File: config.mk
export PLATFORM = sky130hd
export DESIGN_NAME = seg7_scan_driver
export DESIGN_NICKNAME = d
export VERILOG_FILES = /design/src/rtl/seg7_scan_driver.sv
export SDC_FILE = /design/constraint.sdc
export NUM_CORES = 1
export LEC_CHECK = 0
export BUFFER_PORTS_ARGS = -buffer_cell sky130_fd_sc_hd__buf_2
export CORE_MARGIN = 1.5
export CORE_UTILIZATION = 60
export DETAILED_ROUTE_END_ITERATION = 7
export HOLD_SLACK_MARGIN = 0.02
export PLACE_DENSITY = 0.8
export RECOVER_POWER = 50
export SETUP_SLACK_MARGIN = 0.2
export SYNTH_ARGS = -nofsm -noshare
export SYNTH_HDL_FRONTEND = slang
export SYNTH_SLANG_ARGS = --single-unit
File: constraint.sdc
create_clock -name clk_100MHz -period 4.98 [get_ports clk_100MHz]
set_input_delay 1.494 -clock clk_100MHz [delete_from_list [all_inputs] [get_ports clk_100MHz]]
set_output_delay 1.494 -clock clk_100MHz [all_outputs]
set_load 0.005 [all_outputs]
File: src/rtl/seg7_scan_driver.sv
// Multiplexed 7-segment scan driver with per-slot input capture,
// leading-zero blanking, blink, decimal points and PWM brightness.
module seg7_scan_driver #(
  parameter int NUM_DIGITS  = 4,
  parameter int REFRESH_CNT = 100_000,
  parameter int BLINK_CNT   = 50_000_000,
  parameter int ACTIVE_LOW  = 1
) (
  input  logic                    clk_100MHz,
  input  logic                    reset,
  input  logic [4*NUM_DIGITS-1:0] digits_bcd,
  input  logic [NUM_DIGITS-1:0]   dp_en,
  input  logic [NUM_DIGITS-1:0]   blank_en,
  input  logic [NUM_DIGITS-1:0]   blink_en,
  input  logic                    lz_suppress,
  input  logic [3:0]              brightness,
  output logic [0:6]              seg,
  output logic                    dp,
  output logic [NUM_DIGITS-1:0]   an,
  output logic                    scan_tick
);

  localparam int   TW  = $clog2(REFRESH_CNT);
  localparam int   IW  = $clog2(NUM_DIGITS);
  localparam int   BW  = $clog2(BLINK_CNT);
  localparam logic INV = (ACTIVE_LOW == 0);

  logic [TW-1:0]           r_timer;
  logic [IW-1:0]           r_index;
  logic                    r_first;
  logic                    r_tick;
  logic [BW-1:0]           r_bcnt;
  logic                    r_blink;

  logic [4*NUM_DIGITS-1:0] r_s_digits;
  logic [NUM_DIGITS-1:0]   r_s_dp;
  logic [NUM_DIGITS-1:0]   r_s_blank;
  logic [NUM_DIGITS-1:0]   r_s_blinken;
  logic                    r_s_lz;
  logic [3:0]              r_s_bright;

  logic [0:6]              r_seg;
  logic                    r_dp;
  logic [NUM_DIGITS-1:0]   r_an;

  logic                    w_slot_end;
  logic                    w_idx_last;
  logic                    w_load;
  logic [3:0]              w_cur;
  logic [NUM_DIGITS-1:0]   w_lz;
  logic                    w_dark;
  logic [39:0]             w_prod;
  logic                    w_on;
  logic [6:0]              w_seg_al;
  logic                    w_dp_al;
  logic [NUM_DIGITS-1:0]   w_an_al;

  function automatic logic [6:0] f_code(input logic [3:0] v);
    case (v)
      4'd0:    f_code = 7'b1000000;
      4'd1:    f_code = 7'b1111001;
      4'd2:    f_code = 7'b0100100;
      4'd3:    f_code = 7'b0110000;
      4'd4:    f_code = 7'b0011001;
      4'd5:    f_code = 7'b0010010;
      4'd6:    f_code = 7'b0000010;
      4'd7:    f_code = 7'b1111000;
      4'd8:    f_code = 7'b0000000;
      4'd9:    f_code = 7'b0010000;
      default: f_code = 7'b1111110;
    endcase
  endfunction

  assign w_slot_end = (r_timer == TW'(REFRESH_CNT - 1));
  assign w_idx_last = (r_index == IW'(NUM_DIGITS - 1));
  assign w_load     = r_first | w_slot_end;

  // The first clock after reset only captures; the timer holds at 0
  // so slot 0 still gets a full REFRESH_CNT clocks of display.
  always_ff @(posedge clk_100MHz or posedge reset) begin
    if (reset) begin
      r_timer <= '0;
      r_index <= '0;
      r_first <= 1'b1;
      r_tick  <= 1'b0;
    end else begin
      r_first <= 1'b0;
      r_tick  <= w_slot_end & w_idx_last & ~r_first;
      if (!r_first) begin
        if (w_slot_end) begin
          r_timer <= '0;
          r_index <= w_idx_last ? '0 : r_index + IW'(1);
        end else begin
          r_timer <= r_timer + TW'(1);
        end
      end
    end
  end

  always_ff @(posedge clk_100MHz or posedge reset) begin
    if (reset) begin
      r_bcnt  <= '0;
      r_blink <= 1'b0;
    end else if (r_bcnt == BW'(BLINK_CNT - 1)) begin
      r_bcnt  <= '0;
      r_blink <= ~r_blink;
    end else begin
      r_bcnt  <= r_bcnt + BW'(1);
    end
  end

  always_ff @(posedge clk_100MHz or posedge reset) begin
    if (reset) begin
      r_s_digits  <= '0;
      r_s_dp      <= '0;
      r_s_blank   <= '0;
      r_s_blinken <= '0;
      r_s_lz      <= 1'b0;
      r_s_bright  <= '0;
    end else if (w_load) begin
      r_s_digits  <= digits_bcd;
      r_s_dp      <= dp_en;
      r_s_blank   <= blank_en;
      r_s_blinken <= blink_en;
      r_s_lz      <= lz_suppress;
      r_s_bright  <= brightness;
    end
  end

  always_comb begin : p_lz
    logic v_nz;
    v_nz = 1'b0;
    w_lz = '0;
    for (int i = NUM_DIGITS - 1; i > 0; i--) begin
      w_lz[i] = r_s_lz & ~v_nz & (r_s_digits[4*i +: 4] == 4'd0);
      v_nz    = v_nz | (r_s_digits[4*i +: 4] != 4'd0);
    end
  end

  assign w_cur  = r_s_digits[4*int'(r_index) +: 4];
  assign w_dark = r_s_blank[r_index]
                | (r_s_blinken[r_index] & r_blink)
                | w_lz[r_index];

  // 40-bit product keeps (brightness+1)*REFRESH_CNT exact.
  assign w_prod = (40'(r_s_bright) + 40'd1) * 40'(REFRESH_CNT);
  assign w_on   = 40'(r_timer) < (w_prod >> 4);

  assign w_seg_al = w_dark ? 7'b1111111 : f_code(w_cur);
  assign w_dp_al  = ~(r_s_dp[r_index] & ~w_dark);

  always_comb begin
    w_an_al = '1;
    if (w_on) w_an_al[r_index] = 1'b0;
  end

  always_ff @(posedge clk_100MHz or posedge reset) begin
    if (reset) begin
      r_seg <= {7{~INV}};
      r_dp  <= ~INV;
      r_an  <= {NUM_DIGITS{~INV}};
    end else if (r_first) begin
      r_seg <= {7{~INV}};
      r_dp  <= ~INV;
      r_an  <= {NUM_DIGITS{~INV}};
    end else begin
      r_seg <= w_seg_al ^ {7{INV}};
      r_dp  <= w_dp_al ^ INV;
      r_an  <= w_an_al ^ {NUM_DIGITS{INV}};
    end
  end

  assign seg       = r_seg;
  assign dp        = r_dp;
  assign an        = r_an;
  assign scan_tick = r_tick;

endmodule

==> results.txt <==
The deepest clock path buffer count is 2. For this run, the leading register cell type out of synthesis is dfrtp_1. The arrival time at the worst endpoint is 4.79 ns. The count of routing violations after the opening detailed-route iteration came out at 109. Setup repair after global routing left no endpoint under its margin.

The final reports fail on capacitance limit, slew limit. Counting every net in the synthesized netlist gives 603. The TritonCTS clock tree is built.

The share of flip-flops with an asynchronous set or reset after synthesis came out at 100.0%. The die is 100.5 um tall. The run finished, with violations left. The topmost layer with routed signal wires is met4. Between clock sinks in the finished design, the worst skew comes to 0.01327 ns. In this run the power density over the cells is 345.5 nW/um^2. The initial antenna violation count is 0. Cells with a size suffix above 1 make up 25.22% of the layout.

The congestion estimate from routability-driven global placement came to 0.8888. The wire length on met1 is 5237 um. The maximum number of pins on one net before global-route repair came out at 68. The leakage power figure came out at 2.978 nW. The first global-routing pass estimated 19,210 um of wire.

The area added between synthesis and finish is 11.10%. The number of hold buffers added after CTS came out at 0. The final layout contains 656 nets. The total number of vias came out at 3,992. The sequential element share of the synthesized area came out at 41.10%. The die is 100.5 um wide.

In the global route stage, overall resource usage came out at 24.15%. The aggregate routed wire length came out at 11,270 um. The maximum fanout count along the critical path came out at 5.

The final-layout worst hold slack came out at 0.4756 ns. Once the floorplan was initialized, standard cells occupied 61.71% of the core. The number of global-route vias before repair is 4,061.

The detailed-route vias per instance is 5.736. The cell that appears most often on the critical path is ha_1. By startpoint and endpoint, the worst setup path is classified as register to register. The depth of the worst register-to-register path is 17. The number of CTS-inserted buffers came out at 9. The highest achievable clock rate is 221.1 MHz. STA classifies the critical path startpoint as a register. The number of warnings reported in the yosys synthesis log came out at 0. After synthesis, the largest area contributor takes up 35.11% of total cell area.

The number of port buffers came out at 47. The post-synthesis register bit count came out at 93. Setup violations remaining at the end of the flow were counted as 0.

The overflow left after global routing came out at 0. The class of the tightest hold or removal check is register to register. Across the VDD grid, the largest voltage drop is 0.0003027 V. The number of cells on the critical path is 17. The largest stage delay on the critical path is 0.45 ns. The data required time of the critical path came out at 5.24 ns. The number of distinct library cell variants in the gate-level netlist after synthesis is 53. The sum of met2 wire segment lengths after detailed routing is 5420 um.

Yosys attributes the largest share of cell area to dfrtp_1, ha_1, mux2_4. Clock tree synthesis selected as its root buffer the cell clkbuf_8. Pin placement for this block handled 48 I/O pins. The antenna diode count came out at 0. In the finished design, the share of the clock period the worst path needs comes to 90.82%. Yosys mapped a number of flops with a built-in enable equal to 0.

The synthesized area per cell is 11.20 um^2. The cell type with the highest aggregate area in the netlist is dfrtp_1. The buffering stage count on the worst path with inverters included came out at 0. The total number of placement rows came out at 35. The total standard cell area after synthesis is 5702 um^2. The transition time at the pin with the least slew margin came out at 2.756 ns. The minimum clock period is 4.523 ns. The DRC violations left is 0.

The number of H-tree branching levels is 3. Walking the worst path, the cells encountered are ha_1, and3_2, ha_1, xor2_1, ha_1, ha_1, ha_4, a21oi_2, o21ai_1, a21o_1, a2111oi_2, nor3b_1, ha_1, nand4_1, a211oi_2, a21oi_4, o41ai_2. The die area came out at 10,100 um^2. The per-cell routed wire length came out at 16.19 um. Across the run, the number of max-cap violations was 2. STA classifies the critical path endpoint as a register. Headroom to the max-slew limit came out at -84.75%. The kind of cell with the highest combined delay along the critical path is adder cells. On the critical path, the stage with the largest delay is an instance of dfrtp_2. The floorplan step defined a core boundary enclosing 9240 um^2. The number of cells traversed by the worst hold path is 1.

The number of sinks handled by clock tree synthesis came out at 93. The pre-antenna-repair detailed-routing pass consisted of 4 iterations. The total power of the final layout is 2.189 mW. The post-route setup TNS came out at 0 ns.

Detailed routing placed a total of 333 um of wire on met3. The number of nets with antenna violations after detailed routing came out at 0. The number of failing hold endpoints at the final stage is 0. In the synthesized netlist, the number of instances is 509. Detailed placement finished with a half-perimeter wire length of 8286 um. The number of max-slew violations in the final report came out at 78. After clock tree synthesis, the clock-pin slew on the worst setup and hold paths is 0.10 ns. The source-to-sink clock delay at the later pin of the worst-skew pair is 0.37 ns.
-- synth_stat cells, types with 2 or more instances --
master    number
a211oi_1       2
a21o_1         5
a21oi_1       21
a31oi_1        5
and2_1         3
and3_1         9
and4_1         4
and4b_1        2
buf_2          3
buf_6          4
clkbuf_1       4
dfrtp_1       80
dfstp_2       13
ha_1          58
inv_1         27
mux2_2         8
mux2_4        28
mux4_2         7
nand2_1       25
nand2b_1       2
nand3_1       24
nand4_1       10
nand4b_1       4
nor2_1        39
nor2b_1        8
nor3_1         8
nor3b_1        2
nor4_1        10
nor4b_1        2
o21a_1         2
o21ai_0       12
o41ai_1        4
xnor2_1       32
xor2_1        23
-- timing repair --
item                                    4_1_cts  5_1_grt
setup buffers                                 0        4
gates cloned                                  0        0
pin swaps                                     0        2
endpoints found under the setup margin        4        4
gates resized for setup                       5       13
-- layout make-up --
class,count,area (um^2)
Multi-Input combinational cell,378,3216
Fill cell,661,2905
Sequential cell,93,2345
Timing Repair Buffer,53,280.3
Tap cell,129,161.4
Clock buffer,9,123.9
Clock inverter,7,106.4
Inverter,27,102.6
-- cells in the final DEF, fill, tap and decap left out, drive strengths merged, types with 5 or more instances in the layout --
cell type,n
dfrtp,80
ha,58
buf,53
nor2,39
mux2,36
xnor2,32
inv,28
nand2,25
nand3,24
xor2,23
a21oi,21
dfstp,13
o21ai,12
nor4,11
nand4,10
nor3,10
and3,10
clkbuf,9
nor2b,8
mux4,7
a21o,5
a31oi,5
-- sequential cells by signal, summed over array words and instances (netlist names) --
name and flops:
r_s_blinken 4, r_blink 1, r_s_bright 4, r_s_digits 16, r_index 2, scan_tick 1
seg 7, dp 1, an 4, r_s_blank 4, r_s_dp 4, r_bcnt 26
r_timer 17, r_first 1, r_s_lz 1
-- stage by stage --
stage	util, %	instances	cell area (um^2)	worst slack, ns
final	68.56	696	6335	0.4570
after global routing	68.56	696	6335	0.2387
after CTS	68.19	692	6301	0.2114
after detailed placement	65.36	676	6040	0.1012
after global placement	65.36	676	6040	0.5105
after floorplan	-	509	5702	0.7624
-- routing by layer --
| layer | GRT usage, % | vias up |
|---|---|---|
| li1 | - | 1934 |
| met1 | 32.89 | 1946 |
| met2 | 39.56 | 86 |
| met3 | 3.467 | 26 |
| met4 | 8.992 | 0 |
| met5 | 0 | - |
-- cells by family after synthesis --
kind of cell / Yosys count / synth area share, %
AOI/OAI and AO/OA: 61 / 7.176
adders and majority gates: 59 / 13.08
muxes: 44 / 11.89
DFF: 93 / 41.10
and+or+nand+nor: 158 / 15.14
other: 1 / 0.06577
buffers and inverters: 38 / 3.094
xor gates and xnor gates: 55 / 8.449
-- where the power goes --
part	total, mW	switching, mW	internal [mW]
logic	0.740	0.403	0.337
clock network	0.576	0.286	0.290
registers	0.873	0.0603	0.813
-- path summary, 6_finish.rpt --
kind | slack, ns | to | start
setup / recovery | 0.46 | an[0] | r_s_bright[0]
hold / removal | 0.48 | r_bcnt[4] | r_bcnt[4]
setup reg to reg | 0.46 | an[0] | r_s_bright[0]
hold reg to reg | 0.48 | r_bcnt[4] | r_bcnt[4]
max in group asynchronous | 1.71 | r_s_bright[0] | reset
min in group asynchronous | 1.90 | r_s_blank[2] | reset
No activity file was read; power rests on OpenSTA's default activity.
